`config.mk`:
```
export PLATFORM = sky130hd
export DESIGN_NAME = sram_arbiter
export DESIGN_NICKNAME = d
export VERILOG_FILES = /design/src/rtl/sram_arbiter.sv
export SDC_FILE = /design/constraint.sdc
export NUM_CORES = 1
export LEC_CHECK = 0
export BUFFER_PORTS_ARGS = -buffer_cell sky130_fd_sc_hd__buf_2
export CELL_PAD_IN_SITES_DETAIL_PLACEMENT = 0
export CELL_PAD_IN_SITES_GLOBAL_PLACEMENT = 1
export CORE_AREA = 2 2 122 94
export DETAILED_ROUTE_END_ITERATION = 8
export DIE_AREA = 0 0 124 96
export HOLD_SLACK_MARGIN = 0.08
export PLACE_DENSITY = 0.77
export SETUP_SLACK_MARGIN = 0.3
export SLEW_MARGIN = 30
export SYNTH_ARGS = -nofsm -noshare
export SYNTH_HDL_FRONTEND = slang
export SYNTH_SLANG_ARGS = --single-unit
```
`constraint.sdc`:
```
create_clock -name Clk -period 3.67 [get_ports Clk]
set_input_delay 0.734 -clock Clk [delete_from_list [all_inputs] [get_ports Clk]]
set_output_delay 0.734 -clock Clk [all_outputs]
set_load 0.005 [all_outputs]
```
`src/rtl/sram_arbiter.sv`:
```
// Two-port (CPU / debug) arbiter sharing one asynchronous SRAM through a GRANT/ACCESS/DONE sequence.
// Optional macro SRAM_ARB_ROUND_ROBIN_EN swaps fixed CPU priority for alternating grants.
module sram_arbiter #(
  parameter int WAIT_CYCLES = 2
) (
  input  logic        Clk,
  input  logic        Reset_ah,
  input  logic        cpu_req,
  input  logic        cpu_we,
  input  logic [15:0] cpu_addr,
  input  logic [15:0] cpu_wdata,
  output logic        cpu_ack,
  output logic [15:0] cpu_rdata,
  input  logic        dbg_req,
  input  logic        dbg_we,
  input  logic [15:0] dbg_addr,
  input  logic [15:0] dbg_wdata,
  output logic        dbg_ack,
  output logic [15:0] dbg_rdata,
  output logic [15:0] ADDR,
  output logic [15:0] Data_to_SRAM,
  input  logic [15:0] Data_from_SRAM,
  output logic        OE,
  output logic        WE,
  output logic        busy
);

  typedef enum logic [1:0] {IDLE, GRANT, ACCESS, DONE} state_t;

  localparam logic [3:0] LP_CNT_LOAD = 4'(WAIT_CYCLES - 1);

  state_t      r_state;
  logic        r_we;
  logic        r_sel_dbg;
  logic [15:0] r_wdata;
  logic [3:0]  r_cnt;
  logic        w_any_req;
  logic        w_pick_dbg;
  logic        w_win_we;

  assign w_any_req = cpu_req | dbg_req;

`ifdef SRAM_ARB_ROUND_ROBIN_EN
  logic r_last_dbg;
  // On contention the port that did not win last time gets the bus.
  assign w_pick_dbg = dbg_req & (~cpu_req | ~r_last_dbg);
`else
  assign w_pick_dbg = dbg_req & ~cpu_req;
`endif

  assign w_win_we = w_pick_dbg ? dbg_we : cpu_we;

  always_ff @(posedge Clk or posedge Reset_ah) begin
    if (Reset_ah) begin
      r_state      <= IDLE;
      r_we         <= 1'b0;
      r_sel_dbg    <= 1'b0;
      r_wdata      <= 16'h0000;
      r_cnt        <= 4'd0;
      ADDR         <= 16'h0000;
      Data_to_SRAM <= 16'h0000;
      OE           <= 1'b1;
      WE           <= 1'b1;
      cpu_ack      <= 1'b0;
      dbg_ack      <= 1'b0;
      cpu_rdata    <= 16'h0000;
      dbg_rdata    <= 16'h0000;
      busy         <= 1'b0;
`ifdef SRAM_ARB_ROUND_ROBIN_EN
      r_last_dbg   <= 1'b1;
`endif
    end else begin
      case (r_state)
        IDLE: begin
          if (w_any_req) begin
            r_state   <= GRANT;
            busy      <= 1'b1;
            r_sel_dbg <= w_pick_dbg;
            r_we      <= w_win_we;
            ADDR      <= w_pick_dbg ? dbg_addr : cpu_addr;
            r_wdata   <= w_pick_dbg ? dbg_wdata : cpu_wdata;
            // Reads open the output enable already in GRANT.
            OE        <= w_win_we;
            WE        <= 1'b1;
          end
        end
        GRANT: begin
          r_state <= ACCESS;
          r_cnt   <= LP_CNT_LOAD;
          OE      <= r_we;
          WE      <= ~r_we;
          if (r_we) begin
            Data_to_SRAM <= r_wdata;
          end
`ifdef SRAM_ARB_ROUND_ROBIN_EN
          r_last_dbg <= r_sel_dbg;
`endif
        end
        ACCESS: begin
          if (r_cnt == 4'd0) begin
            r_state <= DONE;
            OE      <= 1'b1;
            WE      <= 1'b1;
            cpu_ack <= ~r_sel_dbg;
            dbg_ack <= r_sel_dbg;
            if (!r_we) begin
              if (r_sel_dbg) begin
                dbg_rdata <= Data_from_SRAM;
              end else begin
                cpu_rdata <= Data_from_SRAM;
              end
            end
          end else begin
            r_cnt <= r_cnt - 4'd1;
          end
        end
        DONE: begin
          r_state <= IDLE;
          cpu_ack <= 1'b0;
          dbg_ack <= 1'b0;
          busy    <= 1'b0;
        end
        default: begin
          r_state <= IDLE;
        end
      endcase
    end
  end

endmodule

```
==> results.yml, run 1 <==
run_status:
  status: "complete, no violations"
setup_path:
  worst-path-max-fanout: 16
  r2r_slack_ns: 1.35
  worst_r2r_path_depth: 6
  startpoint_type: "flip-flop"
  r2r-end: "cpu_rdata[0]$_DFFE_PP0P_"
  crit_chain: "inv_1, ha_1, nor3b_2, nand2_2, or3_1, mux2_4"
  slowest_delay_ns: 0.71
  r2r_start: "r_cnt[0]$_DFFE_PP0P_"
  path_class: "flip-flop to flip-flop"
  worstSetupEndpointType: "flip-flop"
  crit_slowest_cell: "or3_1"
  required_ns: 3.89
  arrival_ns: 2.55
route:
  dr.pass1.iters: 4
  vias: 2880
  wl_met1_mm: 3.93
  via_per_inst: 4.72
  wl_per_cell_um: 14.2
  drt_iter0_drc: 73
  top_layer: "met4"
  drc: 0
  routed_wl_mm: 8.67
  final_antenna_net_count: 0
  wl_met3_um: 901
  met2_length_mm: 3.74
synth:
  synthAdderAreaFrac_pct: 1.89
  yosys.area_share.simple_pct: 5.66
  yosys.area.top_type: "dfrtp_1"
  synthMuxAreaShare_pct: 24.4
  synth_seq_cells: 93
  synth_area_per_cell_um2: 12.8
  netlist.area_leader.share_pct: 57.2
  synth_most_common_cell: "dfrtp_1"
  synthTopCellsByArea: "dfrtp_1, mux2_2, mux2i_1, o21ai_0, mux2_4"
  synth-xor-area-share_pct: 0
  synth-compound-area-share_pct: 6.57
  syn-cell-area_mm2: 0.00398
  synth_edf_count: 0
  syn-num-nets: 402
  netlist_instances: 310
  yosys_warnings: 0
  yosysSeqAreaShare_pct: 58.5
  synth_commonest_cells: "dfrtp_1, mux2_2, nand2_1"
  synth_top_family_by_area: "multiplexers"
  async_flop_share_pct: 100
  synth_cell_types: 29
  synth-main-ff-cell: "dfrtp_1"
power:
  leakagePower_nw: 2.61
  vdd_drop_max_mv: 0.371
  cellPowerDensity_mw_per_mm2: 803
  totalPowerFinal_mw: 4.18
final_layout:
  antenna_cells: 0
  fill_cells: 1028
  multi_input_area_mm2: 0.00155
  seqCellArea_mm2: 0.00233
  layout.nets: 557
  drive_above_1_share_pct: 49.8
  syn2layout_area_growth_pct: 30.7
sta:
  max_freq_ghz: 0.430
  fin_skew_ns: 0.00373
  final-max-slew-violation-count: 0
  relSlewSlack_pct: 39.5
  period_share_pct: 63.3
  hold_slack_ns: 0.476
  hold_viol_final: 0
  setup_viol_count_final: 0
  rsz0062_at_grt: "false"
  tightest_slew_ns: 0.907
  finalCriticalPeriod_ns: 2.32
  setup_tns_ns: 0
cts:
  insertion_delay_ns: 0.34
  root_buffer: "clkbuf_16"
  cts_buffer_depth: 2
  htree_levels: 3
  clock_sinks: 93
  cts_hold_buf: 0
  cts_resized: 0
  cts_tree: "built"
  cts_setup_buffers: 0
  cts.clk_slew.worst_paths_ns: 0.07
  cts_buffers: 9
grt:
  grt_max_degree: 49
  grt_pass1_wl_mm: 13.6
  gr-total-overflow: 0
  grt_pass1_vias: 2762
  grt_antenna_before_repair: 0
  grt_util_all_layers_pct: 15.2
die:
  die_h_um: 96
  ioPinCount: 155
  num_rows: 33
  die_area_mm2: 0.0119
  coreArea_mm2: 0.0107
  die_w_um: 124
  initial_utilization_pct: 37.1
hold_path:
  whs_path_depth: 2
  hold_path_end: "r_wdata[9]$_DFFE_PP0P_"
  hold_start: "r_wdata[9]$_DFFE_PP0P_"
  hold_class: "flip-flop to flip-flop"
place:
  portBuffers: 154
  place_congestion: 0.750
  hpwlAfterDp_mm: 6.57
job:
  maxCapViolCount: 0
==> per-stage QoR <==
stage | std cells | setup WS (ns) | util [%] | instance area, µm²
final | 610 | 1.35 | 48.5 | 5210
after CTS | 610 | 1.33 | 48.5 | 5210
after global routing | 610 | 1.15 | 48.5 | 5210
after floorplan | 310 | 0.519 | - | 3980
after global placement | 594 | 1.38 | 45.7 | 4900
after detailed placement | 594 | 1.35 | 45.7 | 4900
==> worst max-delay path by stage <==
stage | slack, ns | cells past startpoint | startpoint | endpoint
after floorplan | 0.52 | 1 | Reset_ah | ADDR[0]$_DFFE_PP0P_
after global placement | 1.38 | 6 | r_cnt[0]$_DFFE_PP0P_ | cpu_rdata[15]$_DFFE_PP0P_
after detailed placement | 1.35 | 6 | r_cnt[0]$_DFFE_PP0P_ | cpu_rdata[5]$_DFFE_PP0P_
after CTS | 1.33 | 6 | r_cnt[0]$_DFFE_PP0P_ | cpu_rdata[5]$_DFFE_PP0P_
after global routing | 1.15 | 6 | r_cnt[1]$_DFFE_PP0P_ | cpu_rdata[5]$_DFFE_PP0P_
final | 1.35 | 6 | r_cnt[0]$_DFFE_PP0P_ | cpu_rdata[0]$_DFFE_PP0P_
==> cells in the final DEF (no fill, tap or decap) <==
master      netlist  routed
or3_1             1       1
nor2b_4           0       1
nor3b_2           1       1
clkinv_2          0       2
o32a_1            1       1
o21bai_1          1       1
o21ai_0          35      34
clkinv_4          0       3
ha_1              6       6
a22o_1            1       1
a21oi_1           6       6
buf_4             0       6
nor3_1            2       2
o21ai_4           0       1
mux2i_1          36      36
nor3b_1           2       2
clkinvlp_4        0       2
buf_2             4     154
nor2_1            5       5
o22ai_1           1       1
dfrtp_1          91      91
dfstp_2           2       2
nor2b_1           2       1
nand3_1           1       1
nand2_1          37      37
a31oi_1           1       1
clkbuf_16         0       9
mux2_4           10      10
bufinv_16         0       1
nand2_2           1       1
o31ai_1           1       1
a32o_1            1       1
mux2_2           41      41
inv_1             8       7
==> flip-flops by register name, indices dropped and copies added (netlist names) <==
register	count
r_wdata	16
r_cnt	4
dbg_ack	1
OE	1
dbg_rdata	16
busy	1
r_sel_dbg	1
cpu_rdata	16
ADDR	16
cpu_ack	1
WE	1
r_we	1
Data_to_SRAM	16
r_state	2
==> critical path: cells and delay by family (launching register included) <==
| kind | cells | cell delay [ns] |
|---|---|---|
| flops | 1 | 0.40 |
| buf+inv | 1 | 0.07 |
| simple gates | 3 | 1.09 |
| fa+ha+maj | 1 | 0.19 |
| mux | 1 | 0.44 |
==> logic make-up (layout without fill, tap and decap cells) <==
kind of cell,count (synthesis),in the layout
and+or+nand+nor,52,52
adders and majority gates,6,6
muxes,87,87
DFF,93,93
AOI/OAI and AO/OA,48,48
buffers and inverters,24,184
==> metal layers <==
metal	vias up	global-route usage, %
met5	-	0
met4	0	4.78
met3	9	6.40
met2	123	23.4
met1	1362	19.6
li1	1386	-
==> power by group <==
| group | internal (mW) | leakage (nW) | switching (mW) |
|---|---|---|---|
| Clock | 0.529 | 0.142 | 0.388 |
| Combinational | 0.786 | 1.34 | 0.676 |
| Sequential | 1.53 | 1.13 | 0.272 |
| Total | 2.84 | 2.61 | 1.34 |
==> layout make-up <==
| class | instances | area share, % |
|---|---|---|
| clock inverters | 7 | 1.47 |
| flip-flops and latches | 93 | 44.7 |
| multi-input cells | 193 | 29.8 |
| repair buffers | 160 | 15.7 |
| well taps | 140 | 3.36 |
| inverters | 8 | 0.601 |
| clock buffers | 9 | 4.33 |
No activity file was read; power rests on OpenSTA's default activity.
==> run 2, diff against run 1 <==
--- a/config.mk
+++ b/config.mk
@@ -8,11 +8,11 @@
 export BUFFER_PORTS_ARGS = -buffer_cell sky130_fd_sc_hd__buf_2
 export CELL_PAD_IN_SITES_DETAIL_PLACEMENT = 0
 export CELL_PAD_IN_SITES_GLOBAL_PLACEMENT = 1
-export CORE_AREA = 2 2 122 94
+export CORE_AREA = 2 2 128 99
 export DETAILED_ROUTE_END_ITERATION = 8
-export DIE_AREA = 0 0 124 96
+export DIE_AREA = 0 0 130 101
 export HOLD_SLACK_MARGIN = 0.08
-export PLACE_DENSITY = 0.77
+export PLACE_DENSITY = 0.73
 export SETUP_SLACK_MARGIN = 0.3
 export SLEW_MARGIN = 30
 export SYNTH_ARGS = -nofsm -noshare
==> constraint.sdc (replaced) <==
create_clock -name Clk -period 2.1 [get_ports Clk]
set_input_delay 0.42 -clock Clk [delete_from_list [all_inputs] [get_ports Clk]]
set_output_delay 0.42 -clock Clk [all_outputs]
set_load 0.005 [all_outputs]
==> results.yml, run 2 (same netlist as run 1, synthesis figures left out) <==
place:
  dpl-instance-area_mm2: 0.00501
  hpwlAfterDp_mm: 6.61
  portBuffers: 154
  place_congestion: 0.761
  pre_cts_ws_ns: 0.121
power:
  cellPowerDensity_mw_per_mm2: 1430
  vdd_drop_max_mv: 0.455
  netSwitchingFraction_pct: 30.6
  power_switching_mw: 2.41
  combPwrFrac_pct: 35.1
  p_int_mw: 5.46
  totalPowerFinal_mw: 7.87
  power_frac_clock_pct: 25.1
  leakagePower_nw: 2.72
  seqPwrFrac_pct: 39.9
grt:
  grt_max_degree: 82
  grt_antenna_before_repair: 1
  gr-total-overflow: 0
  grt_util_all_layers_pct: 14.4
  grt_pass1_vias: 2952
  grt_pass1_wl_mm: 14.6
setup_path:
  required_ns: 2.32
  r2r_start: "r_cnt[1]$_DFFE_PP0P_"
  crit_chain: "inv_2, ha_4, nor3b_4, nand2_2, or3_4, buf_12, mux2_4"
  worst-path-max-fanout: 8
  slowest_delay_ns: 0.38
  crit_slowest_cell: "dfrtp_1"
  crit_path_end: "cpu_rdata[12]$_DFFE_PP0P_"
  worstSetupEndpointType: "flip-flop"
  path_class: "flip-flop to flip-flop"
  arrival_ns: 2.05
  critPathLaunch: "r_cnt[1]$_DFFE_PP0P_"
  r2r_slack_ns: 0.27
  worst_r2r_path_depth: 7
  r2r-end: "cpu_rdata[12]$_DFFE_PP0P_"
  startpoint_type: "flip-flop"
route:
  drc: 0
  drt_iter0_drc: 40
  routed_wl_mm: 9.19
  dr.pass1.iters: 4
  vias: 2873
  final_antenna_net_count: 0
  wl_per_cell_um: 14.2
  via_per_inst: 4.44
sta:
  setup_viol_count_final: 0
  fin_skew_ns: 0.00732
  tightest_slew_ns: 0.440
  hold_viol_final: 0
  relSlewSlack_pct: 70.6
  fin_ws_ns: 0.271
  max_freq_ghz: 0.547
  finalCriticalPeriod_ns: 1.83
  rsz0062_at_grt: "true"
  period_share_pct: 87.1
  final-max-slew-violation-count: 0
  setup_tns_ns: 0
final_layout:
  finish.instance_area_mm2: 0.00550
  syn2layout_area_growth_pct: 38.1
  final_common_cell: "buf_2"
  seqCellArea_mm2: 0.00233
  fill_cells: 1109
  multi_input_area_mm2: 0.00159
  layout.nets: 567
  drive_above_1_share_pct: 52.3
  final_cell_mix: "buf_2, dfrtp_1, mux2_2, nand2_1, mux2i_1"
die:
  die_h_um: 101
  initial_utilization_pct: 33.3
  die_area_mm2: 0.0131
  ioPinCount: 155
  die_w_um: 130
  coreArea_mm2: 0.0120
  num_rows: 35
cts:
  htree_levels: 3
  clock_sinks: 93
  cts_buffers: 9
  cts_buffer_depth: 2
  root_buffer: "clkbuf_16"
  cts.clk_slew.worst_paths_ns: 0.07
  cts_tree: "built"
  insertion_delay_ns: 0.34
run_status:
  status: "complete, no violations"
job:
  maxCapViolCount: 0
hold_path:
  hold_class: "primary input to flip-flop"
[run 2: changes by cell type in the layout (fill, tap and decap cells not counted), moves of 3 or more]
cell / before / now
buf_12: 0 / 4
buf_4: 6 / 10
bufinv_16: 1 / 4
clkinv_4: 3 / 0
inv_1: 7 / 4
inv_2: 0 / 3
[run 2: repair_timing]
item / in CTS / in global routing
setup endpoints to repair: 32 / 35
gates resized for setup: 7 / 3
pin swaps: 0 / 1
hold endpoints to repair: 12 / 0
setup buffers: 4 / 2
hold buffers: 1 / 0
cloned: 1 / 0
[run 2: power groups by stage]
stage          combinational, mW  clock, mW  sequential, mW
5_1_grt                     3.12       2.11            3.27
4_1_cts                     2.78       2.03            3.15
3_5_place_dp                2.68          0            3.16
3_3_place_gp                2.61          0            3.13
6_report                    2.76       1.97            3.14
2_1_floorplan               1.49          0            3.15
[run 2: worst min path at each step]
stage	start	cells after the start	endpoint	slack, ns
5_1_grt	Data_from_SRAM[6]	2	dbg_rdata[6]$_DFFE_PP0P_	0.32
3_5_place_dp	Reset_ah	2	dbg_rdata[11]$_DFFE_PP0P_	0.40
3_3_place_gp	Reset_ah	2	dbg_rdata[11]$_DFFE_PP0P_	0.39
4_1_cts	Data_from_SRAM[6]	2	cpu_rdata[6]$_DFFE_PP0P_	0.31
6_report	Data_from_SRAM[6]	2	cpu_rdata[6]$_DFFE_PP0P_	0.32
2_1_floorplan	r_wdata[0]$_DFFE_PP0P_	2	r_wdata[0]$_DFFE_PP0P_	0.45
[run 2: cell type report]
type	count	share of cell area, %
Tap cell	166	3.78
Inverter	8	0.614
Multi-Input combinational cell	193	29.0
Sequential cell	93	42.4
Clock buffer	9	4.09
Antenna cell	1	0.0455
Timing Repair Buffer	170	17.5
Clock inverter	7	2.59
[run 2: worst max-delay path, delay by kind of cell (launching register included)]
kind,cells,cell delay (ns)
and+or+nand+nor,3,0.65
buffers and inverters,2,0.25
muxes,1,0.30
adders and majority gates,1,0.13
DFF,1,0.38
[run 2: through the flow]
stage | hold WS [ns] | std cells | utilization, %
final | 0.325 | 647 | 46.0
after global routing | 0.318 | 646 | 46.0
after CTS | 0.314 | 644 | 45.8
after detailed placement | 0.396 | 622 | 41.9
after global placement | 0.395 | 622 | 41.9
after floorplan | 0.446 | 310 | -
[run 2: metal layers]
metal	vias to the layer above	part of all wire, %	GRT usage, %
li1	1417	-	-
met1	1316	46	17.3
met2	130	44	23.6
met3	10	8.7	5.15
met4	0	1.5	5.46
met5	-	0	0
==> run 3, diff against run 2 <==
--- a/config.mk
+++ b/config.mk
@@ -6,11 +6,12 @@
 export NUM_CORES = 1
 export LEC_CHECK = 0
 export BUFFER_PORTS_ARGS = -buffer_cell sky130_fd_sc_hd__buf_2
+export CAP_MARGIN = 20
 export CELL_PAD_IN_SITES_DETAIL_PLACEMENT = 0
 export CELL_PAD_IN_SITES_GLOBAL_PLACEMENT = 1
-export CORE_AREA = 2 2 128 99
+export CORE_AREA = 2 2 92 138
 export DETAILED_ROUTE_END_ITERATION = 8
-export DIE_AREA = 0 0 130 101
+export DIE_AREA = 0 0 94 140
 export HOLD_SLACK_MARGIN = 0.08
 export PLACE_DENSITY = 0.73
 export SETUP_SLACK_MARGIN = 0.3
==> results.yml, run 3 (same netlist as run 1, synthesis figures left out) <==
route:
  drc: 0
  via_per_inst: 4.51
  final_antenna_net_count: 0
  routed_wl_mm: 8.58
  dr.pass1.iters: 5
  drt_iter0_drc: 55
  wl_per_cell_um: 13.6
  vias: 2848
place:
  hpwlAfterDp_mm: 6.36
  portBuffers: 154
  place_congestion: 0.770
power:
  leakagePower_nw: 2.67
  vdd_drop_max_mv: 0.477
  totalPowerFinal_mw: 7.29
  cellPowerDensity_mw_per_mm2: 1350
cts:
  insertion_delay_ns: 0.34
  cts_tree: "built"
  htree_levels: 3
  cts.clk_slew.worst_paths_ns: 0.07
  clock_sinks: 93
  root_buffer: "clkbuf_16"
  cts_buffer_depth: 2
  cts_buffers: 9
sta:
  finalCriticalPeriod_ns: 1.83
  final-max-slew-violation-count: 0
  rsz0062_at_grt: "true"
  hold_slack_ns: 0.330
  setup_tns_ns: 0
  period_share_pct: 87.1
  hold_viol_final: 0
  tightest_slew_ns: 0.465
  setup_viol_count_final: 0
  max_freq_ghz: 0.546
  relSlewSlack_pct: 68.9
  fin_skew_ns: 0.00715
final_layout:
  antenna_cells: 0
  syn2layout_area_growth_pct: 35.3
  drive_above_1_share_pct: 51.6
  layout.nets: 566
  final_cell_mix: "buf_2, dfrtp_1, mux2_2, nand2_1, mux2i_1"
  final_common_cell: "buf_2"
grt:
  grt_pass1_wl_mm: 13.8
  grt_pass1_vias: 2916
  grt_antenna_before_repair: 0
  grt_util_all_layers_pct: 13.3
  gr-total-overflow: 0
  grt_max_degree: 52
hold_path:
  hold_start: "Data_from_SRAM[0]"
  hold_path_end: "cpu_rdata[0]$_DFFE_PP0P_"
  whs_path_depth: 2
  hold_class: "primary input to flip-flop"
setup_path:
  worst_r2r_path_depth: 7
  path_class: "flip-flop to flip-flop"
  r2r_slack_ns: 0.27
  r2r-end: "cpu_rdata[2]$_DFFE_PP0P_"
  required_ns: 2.32
  startpoint_type: "flip-flop"
  arrival_ns: 2.05
  r2r_start: "r_cnt[0]$_DFFE_PP0P_"
  worstSetupEndpointType: "flip-flop"
  worst-path-max-fanout: 8
die:
  coreArea_mm2: 0.0120
  die_w_um: 94
  initial_utilization_pct: 33.3
  num_rows: 49
  ioPinCount: 155
  die_h_um: 140
  die_area_mm2: 0.0132
job:
  maxCapViolCount: 0
run_status:
  status: "complete, no violations"
[run 3: changes by cell type in the layout (fill, tap and decap cells not counted), moves of 2 or more]
cell        change
bufinv_16       -4
clkbuf_1        +2
clkinvlp_4      +3
buf_4           -2
[run 3: layout make-up]
class,count,area (µm²)
clock inverter,5,36.3
tap,153,191
sequential,93,2330
clock buffer,11,233
fill,1153,6570
inverter,8,33.8
timing repair buffer,169,966
multi-input combinational,193,1600
[run 3: worst max-delay path by stage]
stage                          from                   endpoint  slack (ns)
2_1_floorplan  r_cnt[0]$_DFFE_PP0P_   cpu_rdata[0]$_DFFE_PP0P_        0.17
3_3_place_gp   r_cnt[0]$_DFFE_PP0P_   cpu_rdata[0]$_DFFE_PP0P_        0.17
3_5_place_dp   r_cnt[0]$_DFFE_PP0P_   cpu_rdata[4]$_DFFE_PP0P_        0.11
4_1_cts        r_cnt[0]$_DFFE_PP0P_  cpu_rdata[13]$_DFFE_PP0P_        0.29
5_1_grt        r_cnt[0]$_DFFE_PP0P_   cpu_rdata[8]$_DFFE_PP0P_        0.22
6_report       r_cnt[0]$_DFFE_PP0P_   cpu_rdata[2]$_DFFE_PP0P_        0.27
[run 3: report_power, final]
group / internal [mW] / total, mW / leakage (nW) / switching, mW
Sequential: 2.67 / 3.11 / 1.13 / 0.444
Combinational: 1.49 / 2.70 / 1.42 / 1.21
Clock: 0.805 / 1.48 / 0.122 / 0.672
Total: 4.97 / 7.29 / 2.67 / 2.33
[run 3: per-layer routing]
metal | wire, µm | vias to the layer above | GRT usage, %
li1 | - | 1408 | -
met1 | 3590 | 1304 | 15.8
met2 | 4240 | 127 | 22.5
met3 | 651 | 9 | 4.25
met4 | 93 | 0 | 4.35
met5 | 0 | - | 0
[run 3: what timing repair did]
item	CTS	global route
pin swaps	1	0
hold endpoints to repair	13	0
gates resized for setup	7	1
buffers inserted	3	3
hold buffers	1	0
setup endpoints to repair	25	18
gates cloned	0	1
[run 3: critical path: stages (launching register included)]
cell and delay (ns):
dfrtp_1 0.39, inv_2 0.08, ha_4 0.13, nor3b_4 0.20, nand2_2 0.08, or3_4 0.37
clkbuf_16 0.18, mux2_4 0.29
[run 3: stage by stage]
step	setup WS [ns]	instances	instance area [µm²]	util (%)
2_1_floorplan	0.168	310	4000	-
3_3_place_gp	0.174	608	5000	41.8
3_5_place_dp	0.107	608	5000	41.8
4_1_cts	0.292	628	5340	44.6
5_1_grt	0.219	632	5390	45.1
6_report	0.270	632	5390	45.1
